File: src/rtl/cpu_pkg.sv
// Shared constants and types for the 16-bit stack CPU front end.
package cpu_pkg;

    localparam int ADDR_W  = 16;
    localparam int INSTR_W = 18;

    localparam logic [ADDR_W-1:0] RESET_PC = 16'h0000;

    typedef enum logic [1:0] {
        IDLE  = 2'd0,
        REQ   = 2'd1,
        DRAIN = 2'd2
    } fetch_state_t;

    // instr keeps the decode stage's [0:17] ordering, bit 0 being the MSB
    typedef struct packed {
        logic [ADDR_W-1:0]  pc;
        logic [0:INSTR_W-1] instr;
    } fetch_entry_t;

    localparam int ENTRY_W = $bits(fetch_entry_t);

endpackage

File: src/rtl/fetch_fifo.sv
// Prefetch queue of {pc, instr} entries with synchronous flush and occupancy count.
module fetch_fifo
    import cpu_pkg::*;
#(
    parameter  int DEPTH = 2,
    localparam int CNT_W = $clog2(DEPTH + 1)
) (
    input  logic               clk,
    input  logic               rst_n,
    input  logic               flush,
    input  logic               push,
    input  logic [ENTRY_W-1:0] push_entry,
    input  logic               pop,
    output logic [ENTRY_W-1:0] head,
    output logic               empty,
    output logic [CNT_W-1:0]   count
);

    localparam int               PTR_W    = (DEPTH > 1) ? $clog2(DEPTH) : 1;
    localparam logic [PTR_W-1:0] LAST     = PTR_W'(DEPTH - 1);
    localparam logic [CNT_W-1:0] FULL_CNT = CNT_W'(DEPTH);

    fetch_entry_t     mem [DEPTH];
    logic [PTR_W-1:0] rd_ptr;
    logic [PTR_W-1:0] wr_ptr;
    logic             do_push;
    logic             do_pop;

    assign empty   = (count == '0);
    assign do_push = push && (count != FULL_CNT);
    assign do_pop  = pop && !empty;
    assign head    = mem[rd_ptr];

    function automatic logic [PTR_W-1:0] bump(input logic [PTR_W-1:0] p);
        return (p == LAST) ? '0 : p + PTR_W'(1);
    endfunction

    always_ff @(posedge clk or negedge rst_n) begin
        if (!rst_n) begin
            rd_ptr <= '0;
            wr_ptr <= '0;
            count  <= '0;
        end else if (flush) begin
            rd_ptr <= '0;
            wr_ptr <= '0;
            count  <= '0;
        end else begin
            if (do_push) begin
                wr_ptr <= bump(wr_ptr);
            end
            if (do_pop) begin
                rd_ptr <= bump(rd_ptr);
            end
            case ({do_push, do_pop})
                2'b10:   count <= count + CNT_W'(1);
                2'b01:   count <= count - CNT_W'(1);
                default: ;
            endcase
        end
    end

    always_ff @(posedge clk) begin
        if (do_push && !flush) begin
            mem[wr_ptr] <= push_entry;
        end
    end

endmodule

File: src/rtl/instr_fetch.sv
// Fetch stage: owns the fetch PC, the memory request FSM and jump redirects;
// buffered instructions come out of fetch_fifo.
module instr_fetch #(
    parameter int                ADDR_W   = cpu_pkg::ADDR_W,
    parameter int                INSTR_W  = cpu_pkg::INSTR_W,
    parameter int                DEPTH    = 2,
    parameter logic [ADDR_W-1:0] RESET_PC = cpu_pkg::RESET_PC
) (
    input  logic               i_clk,
    input  logic               i_rstN,
    output logic               o_imemReq,
    output logic [ADDR_W-1:0]  o_imemAddr,
    input  logic               i_imemAck,
    input  logic [0:INSTR_W-1] i_imemData,
    output logic [0:INSTR_W-1] o_instruction,
    output logic [ADDR_W-1:0]  o_instrPc,
    output logic               o_instrValid,
    input  logic               i_instrReady,
    input  logic               i_jTaken,
    input  logic [ADDR_W-1:0]  i_jTarget
);

    import cpu_pkg::fetch_state_t;
    import cpu_pkg::fetch_entry_t;
    import cpu_pkg::ENTRY_W;
    import cpu_pkg::IDLE;
    import cpu_pkg::REQ;
    import cpu_pkg::DRAIN;

    localparam int                CNT_W     = $clog2(DEPTH + 1);
    localparam int                CNT_W1    = CNT_W + 1;
    localparam logic [CNT_W1-1:0] DEPTH_LIM = CNT_W1'(DEPTH);

    fetch_state_t      state_q;
    fetch_state_t      state_d;
    logic [ADDR_W-1:0] fetch_pc_q;
    logic [ADDR_W-1:0] fetch_pc_d;
    logic [ADDR_W-1:0] target_q;
    logic [ADDR_W-1:0] target_d;

    logic              push;
    logic              pop;
    logic              flush;
    logic              empty;
    logic [CNT_W-1:0]  count;
    logic [CNT_W1-1:0] count_after;

    fetch_entry_t       push_entry;
    fetch_entry_t       head_entry;
    logic [ENTRY_W-1:0] push_word;
    logic [ENTRY_W-1:0] head_word;

    assign push_entry.pc    = fetch_pc_q;
    assign push_entry.instr = i_imemData;
    assign push_word        = push_entry;
    assign head_entry       = head_word;

    assign o_imemAddr    = fetch_pc_q;
    assign o_instrValid  = !empty;
    assign o_instruction = o_instrValid ? head_entry.instr : '0;
    assign o_instrPc     = o_instrValid ? head_entry.pc : '0;

    // A redirect flushes the queue and voids any pop in the same cycle.
    always_comb begin
        state_d     = state_q;
        fetch_pc_d  = fetch_pc_q;
        target_d    = target_q;
        o_imemReq   = 1'b0;
        push        = 1'b0;
        flush       = i_jTaken;
        pop         = o_instrValid && i_instrReady && !i_jTaken;
        count_after = '0;

        unique case (state_q)
            IDLE: begin
                if (i_jTaken) begin
                    fetch_pc_d = i_jTarget;
                    state_d    = REQ;
                end else if ({1'b0, count} < DEPTH_LIM) begin
                    state_d = REQ;
                end
            end

            REQ: begin
                o_imemReq = 1'b1;
                if (i_jTaken) begin
                    if (i_imemAck) begin
                        fetch_pc_d = i_jTarget;
                        state_d    = REQ;
                    end else begin
                        target_d = i_jTarget;
                        state_d  = DRAIN;
                    end
                end else if (i_imemAck) begin
                    push        = 1'b1;
                    fetch_pc_d  = fetch_pc_q + ADDR_W'(1);
                    count_after = {1'b0, count} + CNT_W1'(1) - CNT_W1'(pop);
                    state_d     = (count_after < DEPTH_LIM) ? REQ : IDLE;
                end
            end

            // The stale read keeps its address until acked; its data is dropped.
            DRAIN: begin
                o_imemReq = 1'b1;
                if (i_imemAck) begin
                    fetch_pc_d  = i_jTaken ? i_jTarget : target_q;
                    count_after = i_jTaken ? '0 : ({1'b0, count} - CNT_W1'(pop));
                    state_d     = (count_after < DEPTH_LIM) ? REQ : IDLE;
                end else if (i_jTaken) begin
                    target_d = i_jTarget;
                end
            end

            default: state_d = IDLE;
        endcase
    end

    always_ff @(posedge i_clk or negedge i_rstN) begin
        if (!i_rstN) begin
            state_q    <= IDLE;
            fetch_pc_q <= RESET_PC;
            target_q   <= RESET_PC;
        end else begin
            state_q    <= state_d;
            fetch_pc_q <= fetch_pc_d;
            target_q   <= target_d;
        end
    end

    fetch_fifo #(
        .DEPTH(DEPTH)
    ) u_fifo (
        .clk       (i_clk),
        .rst_n     (i_rstN),
        .flush     (flush),
        .push      (push),
        .push_entry(push_word),
        .pop       (pop),
        .head      (head_word),
        .empty     (empty),
        .count     (count)
    );

endmodule

File: config.mk
export PLATFORM = sky130hd
export DESIGN_NAME = instr_fetch
export DESIGN_NICKNAME = d
export VERILOG_FILES = /design/src/rtl/cpu_pkg.sv /design/src/rtl/fetch_fifo.sv /design/src/rtl/instr_fetch.sv
export SDC_FILE = /design/constraint.sdc
export NUM_CORES = 1
export LEC_CHECK = 0
export BUFFER_PORTS_ARGS = -buffer_cell sky130_fd_sc_hd__buf_2
export CORE_MARGIN = 5
export CORE_UTILIZATION = 53
export CTS_BUF_LIST = sky130_fd_sc_hd__clkbuf_2
export DETAILED_ROUTE_END_ITERATION = 7
export PLACE_DENSITY = 0.79
export SYNTH_ARGS = -nofsm -noshare
export SYNTH_HDL_FRONTEND = slang
export SYNTH_SLANG_ARGS = --single-unit
File: constraint.sdc
create_clock -name i_clk -period 4.1 [get_ports i_clk]
set_input_delay 0.82 -clock i_clk [delete_from_list [all_inputs] [get_ports i_clk]]
set_output_delay 0.82 -clock i_clk [all_outputs]
set_load 0.02 [all_outputs]
# == Word level (Yosys, flattened, before mapping) ==
# Memory sizes are Yosys's and may differ from the RTL's.
# Cells that the tools add are included.
# word_totals
register_bits,38
mem_bits_rw,68
elab_cells,86
memories,1
# op_classes
add_sub_neg,8
order_cmp,3
n_eq_ne,13
mux,37
n_reduce_logical,18
# mem_list
memory,depth,width,read_ports,rd_clocked_by_memory_dff,wr,line,text
u_fifo.mem,2,34,1,0,1,fetch_fifo.sv:23,fetch_entry_t mem [DEPTH];
# ops
operator,count
16-bit two-way mux,10
16-bit one-hot mux with 3 select lines,1
16-bit one-hot mux with 2 select lines,1
18-bit two-way mux,1
"16-bit by 1-bit adder with 16-bit output, second input constant",1
1-bit two-way mux,14
2-bit two-way mux,7
"2-bit != test, second input constant",7
4-bit AND reduction,2
"3-bit by 2-bit less-than comparator with 1-bit output, second input constant",2
"3-bit != test, second input constant",2
2-bit one-hot mux with 3 select lines,1
2-bit nonzero test,3
3-bit nonzero test,2
1-bit logical AND,5
"2-bit by 1-bit equality test with 1-bit output, second input constant",2
"2-bit equality test, second input constant",2
2-bit zero test,2
2-bit one-hot mux with 2 select lines,1
"2-bit by 1-bit adder with 3-bit output, second input constant",1
3-bit two-way mux,1
3-bit AND reduction,1
2-bit by 1-bit subtractor with 3-bit output,1
3-bit by 1-bit subtractor with 3-bit output,1
6 further kinds,8

# == Longest topological paths before layout ==
# Gate-level depths: netlist of the first run.
# depth
word_depth,10
mapped_depth,9
depth_no_buf,7

# == Hierarchy ==
# From an unflattened synthesis of the first run, not the netlist that was laid out.
# unflattened
hier_cells,424
area_unflattened_um2,5182.5
# modules_own_cells
module,instances,cells_each,area_each_um2,seq_area_each_um2
fetch_fifo,1,132,2676.3,2142.1
instr_fetch,1,292,2506.2,850.8

# == Worst setup path before layout of the first run ==
# No wires, ideal clock.
# synth_path
path_kind,input to register
startpoint,input i_jTaken
endpoint,"memory u_fifo.mem[0][0] (netlist bit), enable pin"
arrival_ns,3.953
required_time_ns,3.625
path_slack_ns,-0.328
path_stages,4
n_path_buf,3
cell_sequence,buf_2 > clkbuf_1 > clkbuf_1 > nor3b_1
# synth_between
elab_chain_len,6
word_cells_on_any_way,7
classes_between,4 x mux; 3 x reduce/logical
# synth_rtl
item,line,text
"start, declared",instr_fetch.sv:19,"input logic i_jTaken,"
1-bit two-way mux,instr_fetch.sv:86,if (i_jTaken) begin
1-bit two-way mux,instr_fetch.sv:74,unique case (state_q)
1-bit logical AND,fetch_fifo.sv:30,assign do_push = push && (count != FULL_CNT);
1-bit logical AND (*),fetch_fifo.sv:63,if (do_push && !flush) begin
1-bit two-way mux (*),fetch_fifo.sv:63,
1-bit two-way mux (implied by the code) (*),fetch_fifo.sv:64,mem[wr_ptr] <= push_entry;
"end, declared",fetch_fifo.sv:23,
# Mark *: on every way between the ends. The rest lies on a longest branch, timed or not.

# == Worst setup path in the final report of the first run ==
# layout_path
startpoint,register u_fifo.rd_ptr
endpoint,output o_instrPc[11]
# layout_between
elab_chain_len,2
# layout_rtl
item,line,text
"start, declared",fetch_fifo.sv:24,logic [PTR_W-1:0] rd_ptr;
"start signal, assigned",fetch_fifo.sv:52,rd_ptr <= bump(rd_ptr);
memory read 2 x 34 bit,n/a,
16-bit two-way mux,instr_fetch.sv:61,assign o_instrPc = o_instrValid ? head_entry.pc : '0;
"end, declared",instr_fetch.sv:16,"output logic [ADDR_W-1:0] o_instrPc,"
# Every way passes these cells.

==> metrics.yaml, run 1 <==
p_per_area_nw_per_um2: 632.7
netlist_instances: 441
period_share_pct: 74.77
grt.total_usage_pct: 18.74
synth_fa_ha_area_share_pct: 1.660
syn_area_um2: 5275
synth-seq-area-share_pct: 56.74
synth_cell_types: 63
fillers: 800
area_growth_pct: 12.55
die_w_um: 109.8
antenna_left: 0
cp_max_fo: 35
timing.final.crit_period_ns: 3.065
synthSimpleGateAreaFrac_pct: 13.71
wl_per_cell_um: 16.77
setup_tns_ns: 0
synth_edf_count: 68
final_cell_mix: "buf_2, edfxtp_1, nor2_1"
dr.pass1.iters: 5
tightest_slew_ns: 1.042
cts_setup_buffers: 0
slew_viol_final: 0
synth_compound_area_share_pct: 10.74
crit_required_ns: 3.28
htree_levels: 3
min_path_type: "input port to asynchronous set/reset pin"
gp_congestion: 0.8234
grt_pass1_wl_um: 17600
p_sw_share_pct: 41.81
cp.arrival_ns: 2.25
cts_buffers: 9
grt_pass1_vias: 3465
tritoncts: "built"
critPathLaunchType: "flop"
post-place-cells: 642
cts_hold_buf: 0
place.detailed.hpwl_um: 7610
critPathKind: "flop to output pin"
instances_no_fill: 658
grt_setup_unrepaired: "no"
via_per_inst: 5.675
boundaryPins: 91
syn-num-nets: 487
cts_root_buffer: "clkbuf_2"
drt_iter0_drc: 239
num_rows: 36
diodes: 0
cts.clk_slew.worst_paths_ns: 0.30
combinationalPowerShare_pct: 40.4
status: "complete, no violations"
async_reset_ff_share_pct: 35.85
multi_input_area_um2: 2101
layout-drive-gt1-share_pct: 28.57
pwr-share-clk_pct: 13.8
synthFlopType: "edfxtp_1"
clk-insertion-delay-late_ns: 0.56
synthMuxAreaShare_pct: 12.10
p_leak_nw: 2.290
synth_top_family_by_area: "simple AND/OR/NAND/NOR gates"
skew_ns: 0.03014
max_freq_mhz: 326.2
initial_core_util_pct: 54.22
ys.warnings.count: 0
vias: 3734
synth_xor_area_share_pct: 1.328
fp.dieArea_um2: 12050
antenna_found_initial: 0
slowest_delay_ns: 1.11
coreArea_um2: 9729
cts_max_path_buffers: 2
hold_violations: 0
ctsResizeCount: 0
final_nets: 566
grt_max_degree: 39
power_frac_seq_pct: 45.9
path_cells: "mux2i_1 -> nor2_1 -> buf_2"
cp-end-kind: "output pin"
avgSynthCellArea_um2: 11.96
grt_overflow: 0
io_buffers: 90
peakVddDrop_uv: 336.7
final_common_cell: "buf_2"
ff2ff_setup_slack_ns: 1.13
drt_wl_total_um: 11030
synth_seq_cells: 106
final_util_pct: 61.02
setup_violations: 0
slowest_stage: "dfrtp_2"
internal_power_mw: 2.186
ff_latch_area_um2: 2994
die_h_um: 109.8
slew_headroom_pct: 30.53
clock-sinks: 106
p_switching_mw: 1.571
maxCapViolCount: 0
drc_errors: 0
==> power by group through the flow <==
stage                     registers [mW]  logic (mW)  clock network (mW)
after global routing                1.77        1.66               0.574
after global placement              1.74        1.47                   0
after floorplan                     1.73        1.08                   0
after CTS                           1.72        1.51               0.533
final                               1.72        1.52               0.517
after detailed placement            1.75        1.51                   0
==> routing by layer <==
metal  GRT usage (%)  vias to the layer above  wire length [µm]
met5               0                        -                 0
met4           5.343                        0               131
met3           2.995                       13               729
met2           29.47                      127              5192
met1           27.04                     1806              4980
li1                -                     1788                 -
==> through the flow <==
| stage | worst slack [ns] | hold WS (ns) | instance area (µm²) | total power, mW |
|---|---|---|---|---|
| 3_5_place_dp | 1.160 | 0.4920 | 5809 | 3.259 |
| 6_report | 1.035 | 0.3049 | 5937 | 3.757 |
| 2_1_floorplan | 0.8734 | 0.4766 | 5280 | 2.818 |
| 4_1_cts | 1.012 | 0.2981 | 5937 | 3.769 |
| 3_3_place_gp | 1.272 | 0.4877 | 5809 | 3.206 |
| 5_1_grt | 0.8784 | 0.3347 | 5937 | 4.007 |
==> registers in the layout, summed over array words and instances (netlist names) <==
name,flops
o_imemAddr,16
u_fifo.mem,68
target_q,16
u_fifo.rd_ptr,1
state_q,2
u_fifo.count,2
u_fifo.wr_ptr,1
==> cells in the mapped netlist, types with 2 or more instances <==
| library cell | number | area [µm²] |
|---|---|---|
| nor4_2 | 3 | 37.54 |
| xnor2_1 | 7 | 61.31 |
| nand2_1 | 26 | 97.59 |
| nand3_1 | 5 | 25.02 |
| a21o_1 | 2 | 15.01 |
| nand4_1 | 5 | 31.28 |
| a31oi_1 | 2 | 12.51 |
| buf_2 | 10 | 50.05 |
| mux2_2 | 22 | 247.7 |
| o221ai_1 | 2 | 17.52 |
| a221oi_1 | 2 | 17.52 |
| nor2_1 | 57 | 214.0 |
| edfxtp_1 | 68 | 2042 |
| a21oi_1 | 10 | 50.05 |
| a211oi_1 | 4 | 30.03 |
| dfrtp_1 | 38 | 950.9 |
| o211a_1 | 2 | 20.02 |
| a22oi_1 | 4 | 30.03 |
| nor2b_1 | 5 | 31.28 |
| o31ai_1 | 4 | 30.03 |
| o31a_1 | 3 | 26.28 |
| nor3_1 | 6 | 30.03 |
| mux2i_1 | 39 | 390.4 |
| o22ai_1 | 2 | 12.51 |
| inv_1 | 16 | 60.06 |
| o21a_1 | 3 | 22.52 |
| buf_4 | 2 | 15.01 |
| o211ai_1 | 8 | 60.06 |
| nand2b_1 | 8 | 50.05 |
| o21ai_0 | 14 | 70.07 |
| o311ai_1 | 3 | 26.28 |
| nand3b_1 | 3 | 22.52 |
| clkbuf_1 | 12 | 45.04 |
| buf_6 | 2 | 22.52 |
| nor4_1 | 8 | 50.05 |
| ha_1 | 7 | 87.58 |
==> worst max-delay path, delay by kind of cell (launching register included) <==
family	cells	cell delay, ns
buffers and inverters	1	0.19
flip-flops	1	1.11
multiplexers	1	0.19
AND/OR/NAND/NOR	1	0.17
==> kinds of logic after synthesis <==
kind of cell | count (synthesis)
fa+ha+maj | 7
simple gates | 138
buf+inv | 43
xor+xnor | 8
compound gates | 78
flops | 106
mux | 61
==> final timing paths <==
| check | startpoint | to | cells after the start |
|---|---|---|---|
| setup / recovery | u_fifo.rd_ptr | o_instrPc[11] | 3 |
| hold / removal | i_rstN | target_q[4] | 1 |
| setup reg to reg | state_q[1] | u_fifo.mem[0][29] | 6 |
| hold reg to reg | target_q[8] | target_q[8] | 1 |
| max in group asynchronous | i_rstN | u_fifo.rd_ptr | 1 |
| min in group i_clk | i_imemData[1] | u_fifo.mem[0][16] | 1 |
==> area by class of cell <==
type,instances,area share [%]
Multi-Input combinational cell,292,35.38
Clock buffer,9,0.7587
Inverter,16,1.012
Sequential cell,106,50.43
Timing Repair Buffer,95,8.219
Clock inverter,7,1.391
Tap cell,133,2.803
Note: power is estimated with default switching activity, not from simulation.
==> inputs of run 2 (changes only) <==
==> constraint.sdc (replaced) <==
create_clock -name i_clk -period 2.49 [get_ports i_clk]
set_input_delay 0.498 -clock i_clk [delete_from_list [all_inputs] [get_ports i_clk]]
set_output_delay 0.498 -clock i_clk [all_outputs]
set_load 0.02 [all_outputs]
==> metrics.yaml, run 2 (synthesis gave the netlist of run 1 again) <==
hold_violations: 0
clk-insertion-delay-late_ns: 0.54
area_growth_pct: 15.25
fin_total_pwr_mw: 6.202
status: "complete, no violations"
grt_setup_unrepaired: "no"
hold_end: "u_fifo.mem[0][10]"
cts_buffers: 9
rr_endpoint: "u_fifo.mem[0][31]"
gp_congestion: 0.8571
drt_wl_total_um: 11430
layout-drive-gt1-share_pct: 30.63
die_h_um: 109.8
power_frac_seq_pct: 45.4
antenna_found_initial: 0
setup_ws_ns: 0.1221
p_switching_mw: 2.583
r2r-start: "state_q[1]"
p_per_area_nw_per_um2: 1020
largest-register: "u_fifo.mem"
holdCritStartpoint: "i_imemData[7]"
antenna_left: 0
combinationalPowerShare_pct: 44.0
cts.clk_slew.worst_paths_ns: 0.26
vias: 3826
peakVddDrop_uv: 474.6
slowest_stage: "dfrtp_1"
setup_violations: 0
boundaryPins: 91
cp_max_fo: 23
tightest_slew_ns: 0.5299
top_layer_used: "met4"
largest_reg_flops: 68
htree_levels: 3
period_share_pct: 95.09
clock-sinks: 106
cp_top_family: "buffers and inverters"
path_buf_inv: 3
drt_iter0_drc: 402
io_buffers: 90
path_cells: "inv_1 -> ha_1 -> buf_6 -> buf_2"
r2r.worst_path.cells: 6
critPathKind: "flop to output pin"
critPathLaunchType: "flop"
initial_core_util_pct: 54.22
setup_tns_ns: 0
final_cell_mix: "buf_2, edfxtp_1, nor2_1"
slew_headroom_pct: 64.67
final_nets: 584
grt_pass1_wl_um: 18380
min_path_type: "input port to flop"
internal_power_mw: 3.619
drc_errors: 0
wl_met3_um: 862
maxCapViolCount: 0
ff2ff_setup_slack_ns: 0.35
grt_max_degree: 36
num_rows: 36
cp.arrival_ns: 1.87
wl_per_cell_um: 16.93
wl_met1_um: 4976
slew_viol_final: 0
post-place-ws_ns: 0.4015
grt_pass1_vias: 3749
final_common_cell: "buf_2"
timing.final.crit_period_ns: 2.368
grt.total_usage_pct: 19.52
place.detailed.hpwl_um: 8076
dr.pass1.iters: 5
max_freq_mhz: 422.3
wl_met2_um: 5431
slowest_delay_ns: 0.47
skew_ns: 0.02134
cts_max_path_buffers: 2
fp.dieArea_um2: 12050
coreArea_um2: 9729
p_sw_share_pct: 41.65
tritoncts: "built"
p_leak_nw: 2.368
worstHoldPathCells: 1
diodes: 0
die_w_um: 109.8
via_per_inst: 5.668
cts_root_buffer: "clkbuf_2"
cp-end-kind: "output pin"
grt_overflow: 0
pwr-share-clk_pct: 10.7
crit_required_ns: 1.99
run 2: worst max-delay path by stage:
stage          cells past startpoint       start               end
2_1_floorplan                      4    i_jTaken  u_fifo.mem[0][0]
3_3_place_gp                       7  state_q[0]    o_imemAddr[13]
3_5_place_dp                       7  state_q[0]    o_imemAddr[14]
4_1_cts                            4  state_q[0]         o_imemReq
5_1_grt                            4  state_q[1]         o_imemReq
6_report                           4  state_q[1]         o_imemReq
run 2: routing by layer:
| metal | up-vias | track usage [%] |
|---|---|---|
| li1 | 1822 | - |
| met1 | 1834 | 26.56 |
| met2 | 152 | 31.34 |
| met3 | 18 | 4.756 |
| met4 | 0 | 5.432 |
| met5 | - | 0 |
run 2: area by class of cell:
cell class              count  area, µm²
clock inverters             4      30.03
fillers                   783       3650
clock buffers              11      55.05
multi-input cells         292       2103
flip-flops and latches    106       2994
well taps                 133      166.4
inverters                  16      60.06
repair buffers            113      670.6
run 2: what timing repair did:
item                                    CTS  global route
setup buffers                             0             5
resized for setup                         0             2
hold buffers                              1             0
hold endpoints to repair                 21             0
endpoints found under the setup margin    0            24
run 2: per-stage QoR:
stage / cell area (µm²) / utilization (%) / instances / hold WS [ns]
floorplan: 5290 / - / 441 / 0.2024
global placement: 5939 / 61.05 / 654 / 0.4883
detailed placement: 5939 / 61.05 / 654 / 0.4974
CTS: 6035 / 62.02 / 670 / 0.07093
global route: 6080 / 62.49 / 675 / 0.03891
finish: 6080 / 62.49 / 675 / 0.1349
run 2: worst register-to-register path, delay by kind of cell, from the launching register on:
family	cells	cell delay (ns)
buffers and inverters	2	0.36
AOI/OAI and AO/OA	1	0.26
adders and majority gates	1	0.31
and+or+nand+nor	2	0.44
DFF	1	0.48
run 2: power groups by stage:
stage                     Sequential, mW  Combinational, mW  Clock, mW
after global placement              2.83               2.58          0
after CTS                           2.81               2.66      0.689
after floorplan                     2.85               1.79          0
final                               2.81               2.73      0.661
after global routing                2.87               2.98      0.758
after detailed placement            2.86               2.65          0
==> inputs of run 3 (changes only) <==
==> config.mk (replaced) <==
export PLATFORM = sky130hd
export DESIGN_NAME = instr_fetch
export DESIGN_NICKNAME = d
export VERILOG_FILES = /design/src/rtl/cpu_pkg.sv /design/src/rtl/fetch_fifo.sv /design/src/rtl/instr_fetch.sv
export SDC_FILE = /design/constraint.sdc
export NUM_CORES = 1
export LEC_CHECK = 0
export CORE_MARGIN = 2
export CORE_UTILIZATION = 60
export CTS_BUF_LIST = sky130_fd_sc_hd__clkbuf_2
export DETAILED_ROUTE_END_ITERATION = 7
export DONT_BUFFER_PORTS = 1
export PLACE_DENSITY = 0.84
export SYNTH_ARGS = -nofsm -noshare
export SYNTH_HDL_FRONTEND = slang
export SYNTH_SLANG_ARGS = --single-unit
==> metrics.yaml, run 3 (synthesis gave the netlist of run 1 again) <==
grt_setup_unrepaired: "no"
grt_overflow: 0
cts_root_buffer: "clkbuf_2"
p_per_area_nw_per_um2: 1043
internal_power_mw: 3.509
cts_setup_buffers: 0
largest-register: "u_fifo.mem"
cp_max_fo: 18
initial_core_util_pct: 61.08
min_path_type: "input port to flop"
worstHoldPathCells: 1
cts_max_path_buffers: 2
largest_reg_flops: 68
timing.final.crit_period_ns: 2.409
drt_iter0_drc: 336
slew_viol_final: 0
post-place-cells: 541
setup_tns_ns: 0
wl_per_cell_um: 19.40
htree_levels: 3
clock-sinks: 106
status: "complete, no violations"
hold_violations: 0
maxCapViolCount: 0
gp_congestion: 0.8859
cp.arrival_ns: 1.91
r2r-start: "state_q[1]"
p_leak_nw: 2.051
critPathLaunchType: "flop"
diodes: 0
fp.dieArea_um2: 9558
instances_no_fill: 580
final_cell_mix: "edfxtp_1, nor2_1, mux2i_1"
power_frac_seq_pct: 47.0
coreArea_um2: 8636
grt_pass1_wl_um: 17890
p_switching_mw: 2.602
p_sw_share_pct: 42.58
setup_violations: 0
num_rows: 34
ff2ff_setup_slack_ns: 0.33
boundaryPins: 91
cp-end-kind: "output pin"
area_growth_pct: 11.03
tritoncts: "built"
skew_ns: 0.02919
cts.clk_slew.worst_paths_ns: 0.31
fillers: 612
antenna_left: 0
vias: 3638
die_w_um: 97.77
place.detailed.hpwl_um: 7707
grt_pass1_vias: 3543
dr.pass1.iters: 7
peakVddDrop_uv: 513.7
layout-drive-gt1-share_pct: 18.22
max_freq_mhz: 415.0
rr_endpoint: "u_fifo.mem[1][28]"
drc_errors: 0
antenna_found_initial: 0
critPathKind: "flop to output pin"
slew_headroom_pct: 50.51
drt_wl_total_um: 11250
via_per_inst: 6.272
r2r.worst_path.cells: 6
grt.total_usage_pct: 23.75
clk-insertion-delay-late_ns: 0.60
hold_end: "target_q[4]"
tightest_slew_ns: 0.7408
die_h_um: 97.77
crit_required_ns: 1.99
final_common_cell: "edfxtp_1"
pwr-share-clk_pct: 12.5
combinationalPowerShare_pct: 40.5
final_nets: 513
cts_buffers: 9
grt_max_degree: 53
holdCritStartpoint: "i_jTarget[4]"
io_buffers: 0
period_share_pct: 96.76
## run 3: cell count changes in the layout (fill, tap and decap cells not counted), moves of 2 or more
cell	previous run	this run
buf_2	90	0
buf_4	17	15
dlygate4sd3_1	1	22
inv_6	0	2
nor2_1	56	46
nor2_2	1	11
## run 3: repair_timing
item / in CTS / in global routing
hold endpoints to repair: 79 / 2
setup endpoints to repair: 1 / 10
resized for setup: 1 / 11
hold buffers: 21 / 2
## run 3: stage by stage
step	power [mW]	worst slack (ns)	util, %	hold WS [ns]	area (µm²)
after floorplan	4.647	0.03438	-	0.2024	5290
after global placement	5.164	0.4886	63.39	0.2045	5474
after detailed placement	5.268	0.3955	63.39	0.2041	5474
after CTS	6.069	0.02664	67.26	0.007216	5808
after global routing	6.466	0.004658	67.82	0.01337	5857
final	6.111	0.08057	67.82	0.01678	5857
## run 3: power by group through the flow
| stage | clock network, mW | registers (mW) | logic (mW) |
|---|---|---|---|
| after floorplan | 0 | 2.85 | 1.79 |
| after global placement | 0 | 2.87 | 2.30 |
| after detailed placement | 0 | 2.91 | 2.36 |
| after CTS | 0.780 | 2.86 | 2.43 |
| after global routing | 0.842 | 2.92 | 2.70 |
| final | 0.767 | 2.87 | 2.47 |
## run 3: layout make-up
type                       count  area [µm²]  area share [%]
clock buffer                  10       50.05          0.8545
clock inverter                 6       61.31           1.047
inverter                      16       60.06           1.025
multi-input combinational    292        2130           36.36
sequential                   106        2997           51.16
tap                          108       135.1           2.307
timing repair buffer          42       424.2           7.242
## run 3: worst max path at each step
stage | from | end | depth (start not counted)
6_report | u_fifo.rd_ptr | o_instrPc[7] | 3
5_1_grt | u_fifo.rd_ptr | o_instrPc[10] | 3
4_1_cts | u_fifo.rd_ptr | o_instrPc[12] | 3
3_5_place_dp | state_q[0] | o_imemAddr[15] | 7
3_3_place_gp | state_q[0] | o_imemAddr[15] | 7
2_1_floorplan | i_jTaken | u_fifo.mem[0][0] | 4
## run 3: critical path: stages, from the launching register on
cell     delay [ns]
dfrtp_4        0.66
buf_12         0.21
mux2i_1        0.13
nor2_1         0.32
## run 3: layer usage
| layer | routed length (µm) | GRT usage (%) | vias to the layer above |
|---|---|---|---|
| met3 | 994 | 6.729 | 40 |
| li1 | - | - | 1686 |
| met2 | 5266 | 37.98 | 170 |
| met4 | 373 | 10.68 | 0 |
| met1 | 4618 | 30.56 | 1742 |
| met5 | 0 | 0 | - |
